## src/rtl/audio_pcm_serializer_pkg.sv

```systemverilog
// Shared audio constants: frame ratio and serial format encodings plus
// decode of the reserved codes.
package audio_pcm_serializer_pkg;

    typedef enum logic [1:0] {
        RATIO_128 = 2'd0,
        RATIO_256 = 2'd1,
        RATIO_512 = 2'd2
    } ratio_e;

    typedef enum logic [1:0] {
        FMT_I2S = 2'd0,
        FMT_LJ  = 2'd1,
        FMT_RJ  = 2'd2
    } fmt_e;

    localparam int CNT_W = 9;

    // Reserved ratio code falls back to 256 MCLK per frame.
    function automatic ratio_e decode_ratio(input logic [1:0] code);
        ratio_e r;
        case (code)
            2'd0:    r = RATIO_128;
            2'd2:    r = RATIO_512;
            default: r = RATIO_256;
        endcase
        return r;
    endfunction

    // Reserved format code falls back to I2S.
    function automatic fmt_e decode_format(input logic [1:0] code);
        fmt_e f;
        case (code)
            2'd1:    f = FMT_LJ;
            2'd2:    f = FMT_RJ;
            default: f = FMT_I2S;
        endcase
        return f;
    endfunction

endpackage

```

## src/rtl/audio_frame_timer.sv

```systemverilog
// Frame counter with registered bck/lrck/frame_start; exposes the current
// half/slot so the data path can register sdata on the same edge.
module audio_frame_timer
    import audio_pcm_serializer_pkg::*;
(
    input  logic       clk_core,
    input  logic       reset,
    input  logic       enable,
    input  logic [1:0] ratio,
    input  logic [1:0] format,
    output logic       half,
    output logic [4:0] slot,
    output logic       last,
    output logic       bck,
    output logic       lrck,
    output logic       frame_start
);

    logic [CNT_W-1:0] cnt;
    logic [5:0]       bit_idx;
    logic             bck_n;

    // D = R/64: the bit index is cnt/D and bck is high for the upper half of D.
    always_comb begin
        bit_idx = cnt[7:2];
        bck_n   = cnt[1];
        last    = (cnt == 9'd255);
        case (ratio)
            RATIO_128: begin
                bit_idx = cnt[6:1];
                bck_n   = cnt[0];
                last    = (cnt == 9'd127);
            end
            RATIO_512: begin
                bit_idx = cnt[8:3];
                bck_n   = cnt[2];
                last    = (cnt == 9'd511);
            end
            default: ;
        endcase
    end

    assign half = bit_idx[5];
    assign slot = bit_idx[4:0];

    always_ff @(posedge clk_core) begin
        if (reset || !enable) begin
            cnt         <= '0;
            bck         <= 1'b0;
            lrck        <= 1'b0;
            frame_start <= 1'b0;
        end else begin
            cnt         <= last ? '0 : cnt + 9'd1;
            bck         <= bck_n;
            lrck        <= half ^ (format != FMT_I2S);
            frame_start <= (cnt == '0);
        end
    end

endmodule

```

## src/rtl/audio_pcm_serializer.sv

```systemverilog
// Multi-line PCM serializer: double-buffered sample banks feeding I2S/LJ/RJ
// serial lines, timed by audio_frame_timer.
module audio_pcm_serializer
    import audio_pcm_serializer_pkg::*;
#(
    parameter int NUM_LINES   = 1,
    parameter int SAMPLE_BITS = 24
) (
    input  logic                   clk_core,
    input  logic                   reset,
    input  logic                   enable,
    input  logic [1:0]             cfg_ratio,
    input  logic [1:0]             cfg_format,
    input  logic                   s_valid,
    input  logic [SAMPLE_BITS-1:0] s_data,
    output logic                   s_ready,
    output logic                   bck,
    output logic                   lrck,
    output logic [NUM_LINES-1:0]   sdata,
    output logic                   frame_start,
    output logic                   underrun,
    input  logic                   underrun_clr
);

    localparam int SB     = SAMPLE_BITS;
    localparam int NUM_CH = 2 * NUM_LINES;
    localparam int WP_W   = $clog2(NUM_CH);
    localparam logic [WP_W-1:0] WP_LAST = WP_W'(NUM_CH - 1);
    localparam logic [SB-1:0]   ONE     = SB'(1);

    logic   enable_q, en_rise;
    ratio_e ratio_q;
    fmt_e   fmt_q;
    logic [1:0] ratio_eff, fmt_eff;

    // Config is sampled on the enable rising cycle and used in that cycle too.
    assign en_rise   = enable && !enable_q;
    assign ratio_eff = en_rise ? decode_ratio(cfg_ratio)   : ratio_q;
    assign fmt_eff   = en_rise ? decode_format(cfg_format) : fmt_q;

    always_ff @(posedge clk_core) begin
        if (reset) begin
            enable_q <= 1'b0;
            ratio_q  <= RATIO_256;
            fmt_q    <= FMT_I2S;
        end else begin
            enable_q <= enable;
            if (en_rise) begin
                ratio_q <= decode_ratio(cfg_ratio);
                fmt_q   <= decode_format(cfg_format);
            end
        end
    end

    logic       half, last;
    logic [4:0] slot;

    audio_frame_timer u_timer (
        .clk_core    (clk_core),
        .reset       (reset),
        .enable      (enable),
        .ratio       (ratio_eff),
        .format      (fmt_eff),
        .half        (half),
        .slot        (slot),
        .last        (last),
        .bck         (bck),
        .lrck        (lrck),
        .frame_start (frame_start)
    );

    logic [NUM_CH-1:0][SB-1:0] next_bank, active_bank, next_merged;
    logic [WP_W-1:0]           wp;
    logic                      next_full, xfer, full_now, ur_set;

    assign s_ready  = enable && !next_full && !reset;
    assign xfer     = s_valid && s_ready;
    // A final sample landing on the last frame cycle still counts as full.
    assign full_now = next_full || (xfer && (wp == WP_LAST));
    assign ur_set   = enable && last && !full_now;

    always_comb begin
        next_merged = next_bank;
        if (xfer) next_merged[wp] = s_data;
    end

    always_ff @(posedge clk_core) begin
        if (reset || !enable) begin
            next_bank   <= '0;
            active_bank <= '0;
            wp          <= '0;
            next_full   <= 1'b0;
        end else if (last) begin
            if (full_now) begin
                active_bank <= next_merged;
                next_bank   <= '0;
                wp          <= '0;
                next_full   <= 1'b0;
            end else begin
                active_bank <= '0;
                next_bank   <= next_merged;
                if (xfer) wp <= wp + 1'b1;
            end
        end else begin
            next_bank <= next_merged;
            if (xfer) begin
                if (wp == WP_LAST) next_full <= 1'b1;
                else               wp        <= wp + 1'b1;
            end
        end
    end

    always_ff @(posedge clk_core) begin
        if (reset)             underrun <= 1'b0;
        else if (ur_set)       underrun <= 1'b1;
        else if (underrun_clr) underrun <= 1'b0;
    end

    logic [5:0] msb_slot, pos, bit_sel;
    logic       in_word;

    always_comb begin
        case (fmt_eff)
            FMT_LJ:  msb_slot = 6'd0;
            FMT_RJ:  msb_slot = 6'(32 - SB);
            default: msb_slot = 6'd1;
        endcase
        pos     = {1'b0, slot} - msb_slot;
        in_word = ({1'b0, slot} >= msb_slot) && (pos < 6'(SB));
        bit_sel = 6'(SB - 1) - pos;
    end

    logic [NUM_LINES-1:0] sdata_n;

    for (genvar l = 0; l < NUM_LINES; l++) begin : g_line
        logic [SB-1:0] word;
        assign word       = half ? active_bank[2*l+1] : active_bank[2*l];
        assign sdata_n[l] = in_word && |(word & (ONE << bit_sel));
    end

    always_ff @(posedge clk_core) begin
        if (reset || !enable) sdata <= '0;
        else                  sdata <= sdata_n;
    end

endmodule

```

## config.mk

```make
export PLATFORM = sky130hd
export DESIGN_NAME = audio_pcm_serializer
export DESIGN_NICKNAME = d
export VERILOG_FILES = /design/src/rtl/audio_pcm_serializer_pkg.sv /design/src/rtl/audio_frame_timer.sv /design/src/rtl/audio_pcm_serializer.sv
export SDC_FILE = /design/constraint.sdc
export NUM_CORES = 1
export LEC_CHECK = 0
export CORE_ASPECT_RATIO = 1.2
export CORE_UTILIZATION = 30
export CTS_CLUSTER_SIZE = 8
export DETAILED_ROUTE_END_ITERATION = 12
export GPL_ROUTABILITY_DRIVEN = 0
export PLACE_DENSITY = 0.5
export SKIP_LAST_GASP = 1
export SLEW_MARGIN = 20
export SYNTH_ARGS = -nofsm -noshare
export SYNTH_HDL_FRONTEND = slang
export SYNTH_SLANG_ARGS = --single-unit
```

## constraint.sdc

```tcl
create_clock -name clk_core -period 5.2 [get_ports clk_core]
set_clock_uncertainty 0.2 [all_clocks]
set_input_delay 1.56 -clock clk_core [delete_from_list [all_inputs] [get_ports clk_core]]
set_output_delay 1.56 -clock clk_core [all_outputs]
set_load 0.01 [all_outputs]
```

* After elaboration in Yosys (flattened, before gate mapping) *
Index checks and enable logic that the tools add are counted.

cells by class
  $add $sub $neg = 4
  reduce and logical (&&, ||, !) cells = 29
  shift operators = 1
  equal/unequal tests = 10
  $lt $le $gt $ge = 4
  bitwise gates (word level) = 2
  muxes and demuxes = 27

operators by type and width
  operator                                             number
  two-way mux 48 bit                                   4
  bitwise mux 48 bit                                   1
  two-way mux 24 bit                                   2
  AND 24 bit                                           1
  demux 24 bit (select 1 bit)                          1
  OR reduction 24 bit                                  1
  left shift 1 x 6 -> 24 bit (first input constant)    1
  one-hot mux 6 bit (2 select lines)                   1
  two-way mux 1 bit                                    11
  logical AND 1 bit                                    10
  nonzero test 2 bit                                   5
  adder 9 x 1 -> 9 bit (second input constant)         1
  == test 9 x 7 -> 1 bit (second input constant)       1
  == test 9 x 8 -> 1 bit (second input constant)       1
  == test 9 bit (second input constant)                1
  zero test 9 bit                                      1
  == test 2 bit (second input constant)                4
  one-hot mux 2 bit (2 select lines)                   2
  one-hot mux 4 bit (2 select lines)                   1
  >= comparator 5 x 6 -> 1 bit                         1
  < comparator 6 x 5 -> 1 bit (second input constant)  1
  subtractor 5 x 6 -> 6 bit                            1
  subtractor 5 x 6 -> 6 bit (first input constant)     1
  zero test 1 bit                                      5
  other kinds (13)                                     18

storage, ports and cells
  input bits = 33
  register bits after elaboration = 117
  output and inout port bits = 6
  word-level logic and storage cells = 92

* Logic depth before layout (Yosys ltp) *
  depth after elaboration = 11
  gate-level depth with buffers = 17
  mapped depth without buffers = 15

* Modules after synthesis *
A second synthesis with hierarchy kept.

unflattened totals
  cell total of the unflattened synthesis = 557
  area, all modules = 5,166.2 sq um

modules (own cells, without submodules)
  module                sequential area each (sq um)  instances  area each (sq um)  cells an instance
  audio_pcm_serializer  2,102.0                       1          4,458.0            467
  audio_frame_timer     240.2                         1          708.2              90

* Worst setup path after synthesis *
OpenSTA, ideal clock, no wires.

  path type = input to register
  from = in enable
  to = reg sdata
  data required time = 4.875 ns
  path buffers = 2
  path slack = 0.661 ns
  data arrival time = 4.213 ns
  library setup time = 0.125 ns
  stages on the path = 14
  path through = nand2b_1 -> buf_6 -> mux2_2 -> buf_4 -> a21oi_1 -> ha_1 -> inv_1 -> nand2_1 -> a21oi_1 -> a211oi_4 -> mux4_1 -> mux2i_1 -> o32a_1 -> o22ai_1

on the way
  longest elaborated chain between the ends = 10
  elaborated cells on any way between the ends = 21
  classes of those cells = add/sub (2); order compare (2); eq/ne (3); shift (1); mux (5); bitwise (1); reduce/logical (7)

ends and longest elaborated chain
  item                                                                                             RTL line                                              text
  from (decl)                                                                                      audio_pcm_serializer.sv:11                            input logic enable,
  logical AND 1 bit                                                                                audio_pcm_serializer.sv:37                            assign en_rise = enable && !enable_q;
  two-way mux 2 bit                                                                                --
  == test 2 bit, or another cell as far along                                                      audio_frame_timer.sv:28                               case (ratio)
  one-hot mux 6 bit (2 select lines) / one-hot mux 4 bit (2 select lines) (equally long branches)  audio_frame_timer.sv:28, audio_pcm_serializer.sv:123
  subtractor 5 x 6 -> 6 bit                                                                        audio_pcm_serializer.sv:128                           pos = {1'b0, slot} - msb_slot;
  subtractor 5 x 6 -> 6 bit                                                                        audio_pcm_serializer.sv:130                           bit_sel = 6'(SB - 1) - pos;
  left shift 1 x 6 -> 24 bit                                                                       audio_pcm_serializer.sv:138                           assign sdata_n[l] = in_word && |(word & (ONE << bit_sel));
  AND 24 bit                                                                                       audio_pcm_serializer.sv:138
  OR reduction 24 bit                                                                              audio_pcm_serializer.sv:138
  logical AND 1 bit                                                                                audio_pcm_serializer.sv:138
  to (signal assigned)                                                                             audio_pcm_serializer.sv:143                           else sdata <= sdata_n;
  to (decl)                                                                                        audio_pcm_serializer.sv:19                            output logic [NUM_LINES-1:0] sdata,

Several ways; a longest one is shown, not always the timed one.
A chain may end at the register's enable or synchronous reset.

* Worst setup path in the final report *
  from = in enable
  to = out s_ready

on the way
  longest elaborated chain between the ends = 2

ends and longest elaborated chain
  item                             RTL line                    text
  logical AND 1 bit (2 in series)  audio_pcm_serializer.sv:76  assign s_ready = enable && !next_full && !reset;
  to (decl)                        audio_pcm_serializer.sv:16  output logic s_ready,

No other way between the ends.

==> metrics.yaml <==
worst_setup_path:
  r2r_cells: 16
  timing.rr.end: "sdata"
  r2r-start: "enable_q"
  crit_type: "primary input to primary output"
  crit_arrival_ns: 3.15
  rrSetupSlack_ns: 1.69
  critPathCaptureType: "primary output"
  critPathLaunchType: "primary input"
  required_ns: 3.44
  path_max_fanout: 4
min_path:
  hold_depth: 2
  hp-class: "flop to flop"
  hp-start: "next_bank[40]"
  whs_endpoint: "next_bank[40]"
clock_network:
  clk_pin_slew_ns: 0.05
  postCtsSetupBuffers: 0
  ctsResizeCount: 0
  cts_buffer_depth: 2
  tritoncts.num_buffers: 17
  h-tree-depth: 4
  clock_latency_ns: 0.41
  postCtsHoldBufs: 0
  root_buffer: "clkbuf_16"
  clock_sinks: 117
  cts_tree: "done"
timing:
  fmax_ghz: 0.204
  finalHoldViolations: 0
  holdWs_ns: 0.252
  maxSlewHeadroom: 0.475
  timing.final.crit_share: 0.945
  setup_viol: 0
  fin_tns_setup_ns: 0
  period_minus_slack_ns: 4.91
  tightest_slew_ns: 0.787
  slew_violations: 0
  rsz0062_at_grt: "false"
  fin_ws_ns: 0.287
drt:
  drc_errors: 0
  num_vias: 4047
  ant_nets: 0
  first_iter_violations: 160
  wirelength_um: 12800
  via_per_inst: 4.95
  wire_per_inst_um: 15.7
  dr.pass1.iters: 8
global_routing:
  grt-busiest-layer: "met2"
  grt_max_degree: 72
  grt_pass1_wl_um: 21000
  grt_use_met1: 0.187
  track_usage: 0.157
  globalRoute.totalOverflow: 0
  use_met3: 0.0337
  antenna_found_initial: 0
  grt_pass1_vias: 4061
  use_met2: 0.272
power:
  power_mw: 2.13
  max-vdd-ir-drop_mv: 0.217
  power.leakage_nw: 2.17
  power_density_mw_per_mm2: 339
synthesis:
  synth_top_cell_by_area: "dfxtp_1"
  synth_xor_area_frac: 0.0221
  synth.net_count: 597
  yosysWarnings: 0
  synth_compound_area_frac: 0.127
  avgSynthCellArea_um2: 9.16
  yosysSeqAreaShare: 0.460
  ys.flop_type: "dfxtp_1"
  mappedNetlistArea_mm2: 0.00509
  synth_seq_cells: 117
  async_flop_share: 0
  synthAdderAreaFrac: 0.0197
  yosysUniqueCellTypes: 46
  synth_edf_count: 0
  syn_inst: 556
  yosys-top-cells-area: "dfxtp_1 (46%), mux2i_1 (9.6%), nor2_1 (7.4%), a21oi_1 (4.2%), nor3_1 (4.0%)"
  yosysMostFrequentCell: "dfxtp_1"
  synth_top_family_by_area: "simple AND/OR/NAND/NOR gates"
  synthTopCellsByCount: "dfxtp_1 (117), nor2_1 (101), mux2i_1 (49)"
  synthSimpleGateAreaFrac: 0.183
  yosysTopAreaCellShare: 0.460
  synthMuxAreaShare: 0.147
floorplanning:
  ioPinCount: 39
  num_rows: 51
  die_y_um: 145
  start_util: 0.310
  core_area_mm2: 0.0164
  dieArea_mm2: 0.0175
  die_w_um: 121
placement:
  hpwl_um: 8770
  pre_cts_ws_ns: 0.0170
  numPortBuffers: 38
run:
  cap_violations: 0
layout:
  diodes: 0
  area_delta_synth_final_pct: 23.2
  drive_gt1_frac: 0.119
  fin_util: 0.382
  nets: 635
status:
  status: "complete, no violations"
metrics by stage:
| step | instance area (um^2) | cells |
|---|---|---|
| 5_1_grt | 6270 | 817 |
| 3_5_place_dp | 5760 | 787 |
| 4_1_cts | 6270 | 817 |
| 3_3_place_gp | 5760 | 787 |
| 6_report | 6270 | 817 |
| 2_1_floorplan | 5090 | 556 |
worst max path at each step:
stage,from,to,slack [ns],cells past startpoint
4_1_cts,enable,s_ready,0.27,5
3_3_place_gp,enable,sdata,0.12,17
2_1_floorplan,enable,sdata,0.66,14
3_5_place_dp,enable,sdata,0.02,17
5_1_grt,enable,sdata,0.18,17
6_report,enable,s_ready,0.29,5
final cells by class:
class                      instances  area, um^2
clock buffer                      20         447
clock inverter                    10        61.3
fill                            1595       10100
inverter                           9        33.8
multi-input combinational        388        2560
sequential                       117        2340
tap                              212         265
timing repair buffer              61         566
registers in the layout (all words and copies together), names as in the netlist:
name and count:
sdata 1, u_timer.lrck 1, active_bank 48, next_full 1, u_timer.cnt 9, ratio_q 2
next_bank 48, enable_q 1, wp 1, underrun 1, fmt_q 2, u_timer.bck 1
u_timer.frame_start 1
worst max-delay path: stages:
cell	delay (ns)
clkdlybuf4s50_1	0.48
buf_4	0.12
nand2b_2	0.09
nor2_1	0.28
clkdlybuf4s50_1	0.61
cells by family after synthesis:
kind of cell,after synthesis
buf+inv,51
compound gates,93
flops,117
fa+ha+maj,8
mux,61
xor+xnor,12
simple gates,214
layout by cell type (no fill, tap or decap), types with 4 or more instances in the layout:
cell type	Yosys	routed
xor2_1	5	5
and3_1	4	4
xnor2_1	6	6
mux2i_1	49	49
ha_1	8	8
nor2_1	101	98
nand3_1	9	8
buf_4	1	22
dfxtp_1	117	117
nand2b_1	7	6
a22o_1	17	17
a211oi_1	5	5
clkdlybuf4s50_1	0	38
clkinv_2	0	6
nor3_1	41	41
a21oi_1	43	43
clkbuf_16	0	17
mux4_2	7	7
inv_1	9	9
a311oi_1	9	9
nand2_1	42	42
routing by layer:
layer | part of all wire | vias to the layer above
met1 | 0.46 | 1954
li1 | - | 2025
met5 | 0 | -
met3 | 0.024 | 19
met4 | 0.019 | 0
met2 | 0.50 | 49
where the power goes:
group | switching [mW] | internal, mW
Sequential | 0.00410 | 0.905
Combinational | 0.109 | 0.0927
Clock | 0.406 | 0.609
Total | 0.519 | 1.61
Power figures use the tool's default switching activity.
==> variant 1, RTL diff (config.mk and constraints unchanged) <==
Reset style: asynchronous (`reset`), changed in 2 clocked blocks.
--- a/src/rtl/audio_pcm_serializer.sv
+++ b/src/rtl/audio_pcm_serializer.sv
@@ -40,3 +40,3 @@
 
-    always_ff @(posedge clk_core) begin
+    always_ff @(posedge clk_core or posedge reset) begin
         if (reset) begin
@@ -112,3 +112,3 @@
 
-    always_ff @(posedge clk_core) begin
+    always_ff @(posedge clk_core or posedge reset) begin
         if (reset)             underrun <= 1'b0;
Function: no difference found for any inputs over 10 cycles, from zero or initial values and one cycle with reset high; that may be too few to reach the edited logic, so the function may still have changed.
==> variant 1 against the original RTL <==
- routed wire length decreased by 11%
- sequential power increased by 0.6%
- sequential cell count unchanged
- area after synthesis increased by 0.88%
- power increased by 8.7%
- core utilization decreased by 0.098 points
- cell area increased by 2.1%
- first-iteration DRC count increased by 15%
- fmax increased by 2.7%
- worst setup slack improved by 130 ps
- worst hold slack improved by 15 ps
- final cell count decreased by 3.1%
- critical path type unchanged
==> variant 1: results (changes against the original RTL) <==
metric,value,unit,change
status,finished clean,,
sequential area share after synthesis,46.21,%,+0.21 points
drt pass-1 iters,4,,-4
switching power,0.5466,mW,+5.4%
Iter 0 DRT Violations,184,,+15%
synth top area cells,"dfxtp_1, mux2i_1, a22o_1",,
Final HPWL DP,7.549,mm,-14%
DP Cell Count,760,,-3.4%
Vias,3825,,-5.5%
"Distinct cells, synth",44,,-4.3%
final hold slack,266.3,ps,+14.69 ps
Cells after Synth,532,,-4.3%
Sw Share,23.66,%,-0.75 points
M2 GR Usage,23.75,%,-3.4 points
WHS Endpoint,active_bank[24],,
synth cell count leaders,"dfxtp_1, nor2_1, mux2i_1, nor3_1, a22o_1",,
r2r startpoint,enable_q,,
P_seq,0.914,mW,+0.6%
M1 GR Usage,16.56,%,-2.2 points
clk_lat worst skew,410,ps,about the same
hold_sp,active_bank[24],,
pin count of the biggest net entering global routing,103,,+43%
Diodes inserted,0,,unchanged
fin nets,604,,-4.9%
worst vdd ir,0.2380,mV,+9.9%
Worst R2R End,sdata,,
P_leak,2.478,nW,+14%
CTS Buffer Depth,2,,unchanged
max incr delay on CP,580,ps,-30 ps
Setup WS post-layout,417.9,ps,+131.0 ps
Total GRT Usage,13.96,%,-1.7 points
first-pass GRT wire length,19.27,mm,-8.1%
Setup WS pre-CTS,32.00,ps,+15.03 ps
comb pwr,0.224,mW,+11%
path depth of the worst reg2reg path,15,,-1
worst hold stages,1,,-1
Mapped Nets,573,,-4.0%
layout cells sized above 1,11.98,%,+0.078 points
met3 GRT Util,2.821,%,-0.55 points
Max transition margin,31.14,%,-16 points
asr flop ratio synth,5.128,%,+5.1 points
r2r setup slk,1640,ps,-50 ps
post-CTS sizing,0,,unchanged
Avg WL per Cell,14.33,microns,-8.5%
DR vias/cell,4.830,,-2.5%
placed cell area,5796,sq um,+0.56%
variant 1: cell count changes after synthesis, moves of 7 or more:
cell,change
nor3_1,+9
a21oi_1,-27
nand2_1,-9
mux2i_1,+13
a311oi_1,-7
nor2_1,-31
a22o_1,+31
variant 1: worst reg2reg max path, cell delays in order, from the launching register on:
cell and delay [ps]:
dfrtp_1 370, nand2b_1 290, o21ai_0 380, ha_1 330, ha_1 220, nand3b_1 80
o21ai_1 100, a21oi_1 240, nor2_1 80, xnor2_1 250, ha_1 280, inv_1 70
nand2_1 50, a21oi_1 110, o21ai_0 110, a2111oi_2 280
variant 1: kinds of logic (layout without fill, tap and decap cells):
kind of cell / after synthesis / in the layout / synth area share (%)
and+or+nand+nor: 177 / 177 / 15.30
xor gates and xnor gates: 13 / 13 / 2.582
AOI/OAI and AO/OA: 89 / 89 / 13.25
DFF: 117 / 117 / 46.21
adders and majority gates: 8 / 8 / 1.949
muxes: 73 / 73 / 16.54
buffers and inverters: 55 / 99 / 4.166
variant 1: layout make-up:
class                   instances  area (sq um)
clock buffers                  17         425.4
clock inverters                15         181.4
fillers                      1687         10380
inverters                      12         45.04
multi-input cells             360          2586
flip-flops and latches        117          2374
well taps                     216         270.3
repair buffers                 55         520.5
variant 1: worst max path at each step:
| stage | from | to | cells after the start |
|---|---|---|---|
| 6_report | enable | s_ready | 5 |
| 5_1_grt | enable | sdata | 16 |
| 4_1_cts | enable | s_ready | 5 |
| 3_5_place_dp | enable | sdata | 16 |
| 3_3_place_gp | enable | sdata | 12 |
| 2_1_floorplan | enable | sdata | 18 |
variant 1: layer usage:
layer / vias to the layer above / share of wire [%]
met5: - / 0
met4: 0 / 1.9
met3: 14 / 1.9
met2: 49 / 51
met1: 1812 / 45
li1: 1950 / -
==> variant 2, RTL diff (same flow settings) <==
Made on the original files. Change the package constant `CNT_W` from 9 to 18.
--- a/src/rtl/audio_pcm_serializer_pkg.sv
+++ b/src/rtl/audio_pcm_serializer_pkg.sv
@@ -16,3 +16,3 @@
 
-    localparam int CNT_W = 9;
+    localparam int CNT_W = 18;
 
Function: same outputs for any inputs over 10 cycles, from zero or initial values and one cycle with reset high; that may be too few to reach the edited logic, so the function may still have changed.
==> variant 2 against the original RTL <==
- sequential share of layout area is 0.49 points lower
- sequential cell count increased by 9
- area after synthesis is 9.0% higher
- cell area rose by 9.1%
- global-route usage down 0.90 points
- routed wire length increased by 1.6%
- power rose by 8.5%
- worst setup slack worse by 170 ps
- critical path type unchanged
==> variant 2: results (changes against the original RTL) <==
metric,value,unit,change
Final HPWL DP,8.728,mm,-0.47%
Worst R2R End,sdata,,
pin count of the biggest net entering global routing,81,,+13%
Total GRT Usage,14.79,%,-0.90 points
DRT Wirelength,13.01,mm,+1.6%
post-CTS sizing,0,,unchanged
CTS H-tree lvls,4,,unchanged
synth cell count leaders,"dfxtp_1, nor2_1, mux2i_1, nor3_1, clkbuf_1",,
Critical Path Source,enable,,
sequential area share after synthesis,45.44,%,-0.57 points
CTS Buf Count,17,,unchanged
Hold Path Class,reg2reg,,
asr flop ratio synth,0,%,unchanged
placed cell area,6274,sq um,+8.9%
Post-CTS Setup Inserts,0,,unchanged
synthesis warning total,0,,unchanged
Port Buffer Count,38,,unchanged
fill cell count,1801,,+13%
DR vias/cell,4.895,,-1.2%
P_leak,2.621,nW,+21%
worst vdd ir,0.2108,mV,-2.7%
initial antenna violation count,0,,unchanged
CTS Buffer Depth,2,,unchanged
number of global-route vias before repair,4356,,+7.3%
max incr delay on CP,570,ps,-40 ps
Crit path max-delay family,buffers and inverters,,
"Max FO, Critical Path",3,,-1
Root Buffer,clkbuf_16,,
slowest CP cell,clkdlybuf4s50_1,,
Iter 0 DRT Violations,172,,+7.5%
Worst-path clk slew,60,ps,
layout cells sized above 1,12.72,%,+0.82 points
status,finished clean,,
first-pass GRT wire length,21.78,mm,+3.8%
Setup crit end,s_ready,,
Largest regs,"active_bank (48), next_bank (48), u_timer.cnt (18)",,
"Distinct cells, synth",56,,+22%
clk_lat worst skew,420,ps,
path depth of the worst reg2reg path,14,,-2
r2r startpoint,enable_q,,
synth top area cells,"dfxtp_1, mux2i_1, nor2_1",,
r2r setup slk,1580,ps,-110 ps
Diodes inserted,0,,unchanged
Arrival @ worst endpoint,3330,ps,+180 ps
Mapped Nets,626,,+4.9%
fin nets,665,,+4.7%
Max transition margin,42.84,%,-4.6 points
drt pass-1 iters,4,,-4
## variant 2: worst min-delay path by stage
stage | from | endpoint | slack [ps] | cells after the start
after floorplan | active_bank[28] | active_bank[28] | 230 | 1
after global placement | active_bank[28] | active_bank[28] | 250 | 1
after detailed placement | active_bank[28] | active_bank[28] | 250 | 1
after CTS | active_bank[28] | active_bank[28] | 270 | 1
after global routing | active_bank[28] | active_bank[28] | 290 | 1
final | active_bank[28] | active_bank[28] | 270 | 1
## variant 2: final cells by class
cell class | instances | share of cell area [%]
well taps | 224 | 4.096
repair buffers | 62 | 8.740
multi-input cells | 406 | 41.38
clock buffers | 22 | 6.637
flip-flops and latches | 126 | 36.86
inverters | 11 | 0.6034
clock inverters | 10 | 1.682
## variant 2: cell families (layout without fill, tap and decap cells)
logic type               count (synthesis)  after routing  synth area share, %
AO/OA/AOI/OAI                           82             82                10.84
flip-flops                             126            126                45.44
XOR/XNOR                                20             20                3.493
multiplexers                            79             79                16.57
buffers and inverters                   53            105                3.989
AND/OR/NAND/NOR                        217            217                17.87
adder cells (fa/ha/maj)                  8              8                1.803
## variant 2: per-stage QoR
step	worst slack, ps	utilization, %	setup TNS, ps	instances
final	112.0	37.65	0	861
after global placement	-17.02	34.52	-17.02	829
after global routing	44.94	37.65	0	861
after detailed placement	-124.0	34.52	-124.0	829
after floorplan	579.3	-	0	585
after CTS	107.3	37.65	0	861
## variant 2: per-layer routing
layer / wire, microns / GRT usage (%)
met5: 0 / 0
met4: 354 / 7.410
met3: 304 / 3.285
met2: 6440 / 25.94
met1: 5909 / 16.98
## variant 2: power breakdown
part	internal (mW)	switching (mW)	leakage [nW]
combinational	0.0859	0.0970	1.33
sequential	0.973	0.00482	1.02
clock	0.715	0.429	0.270
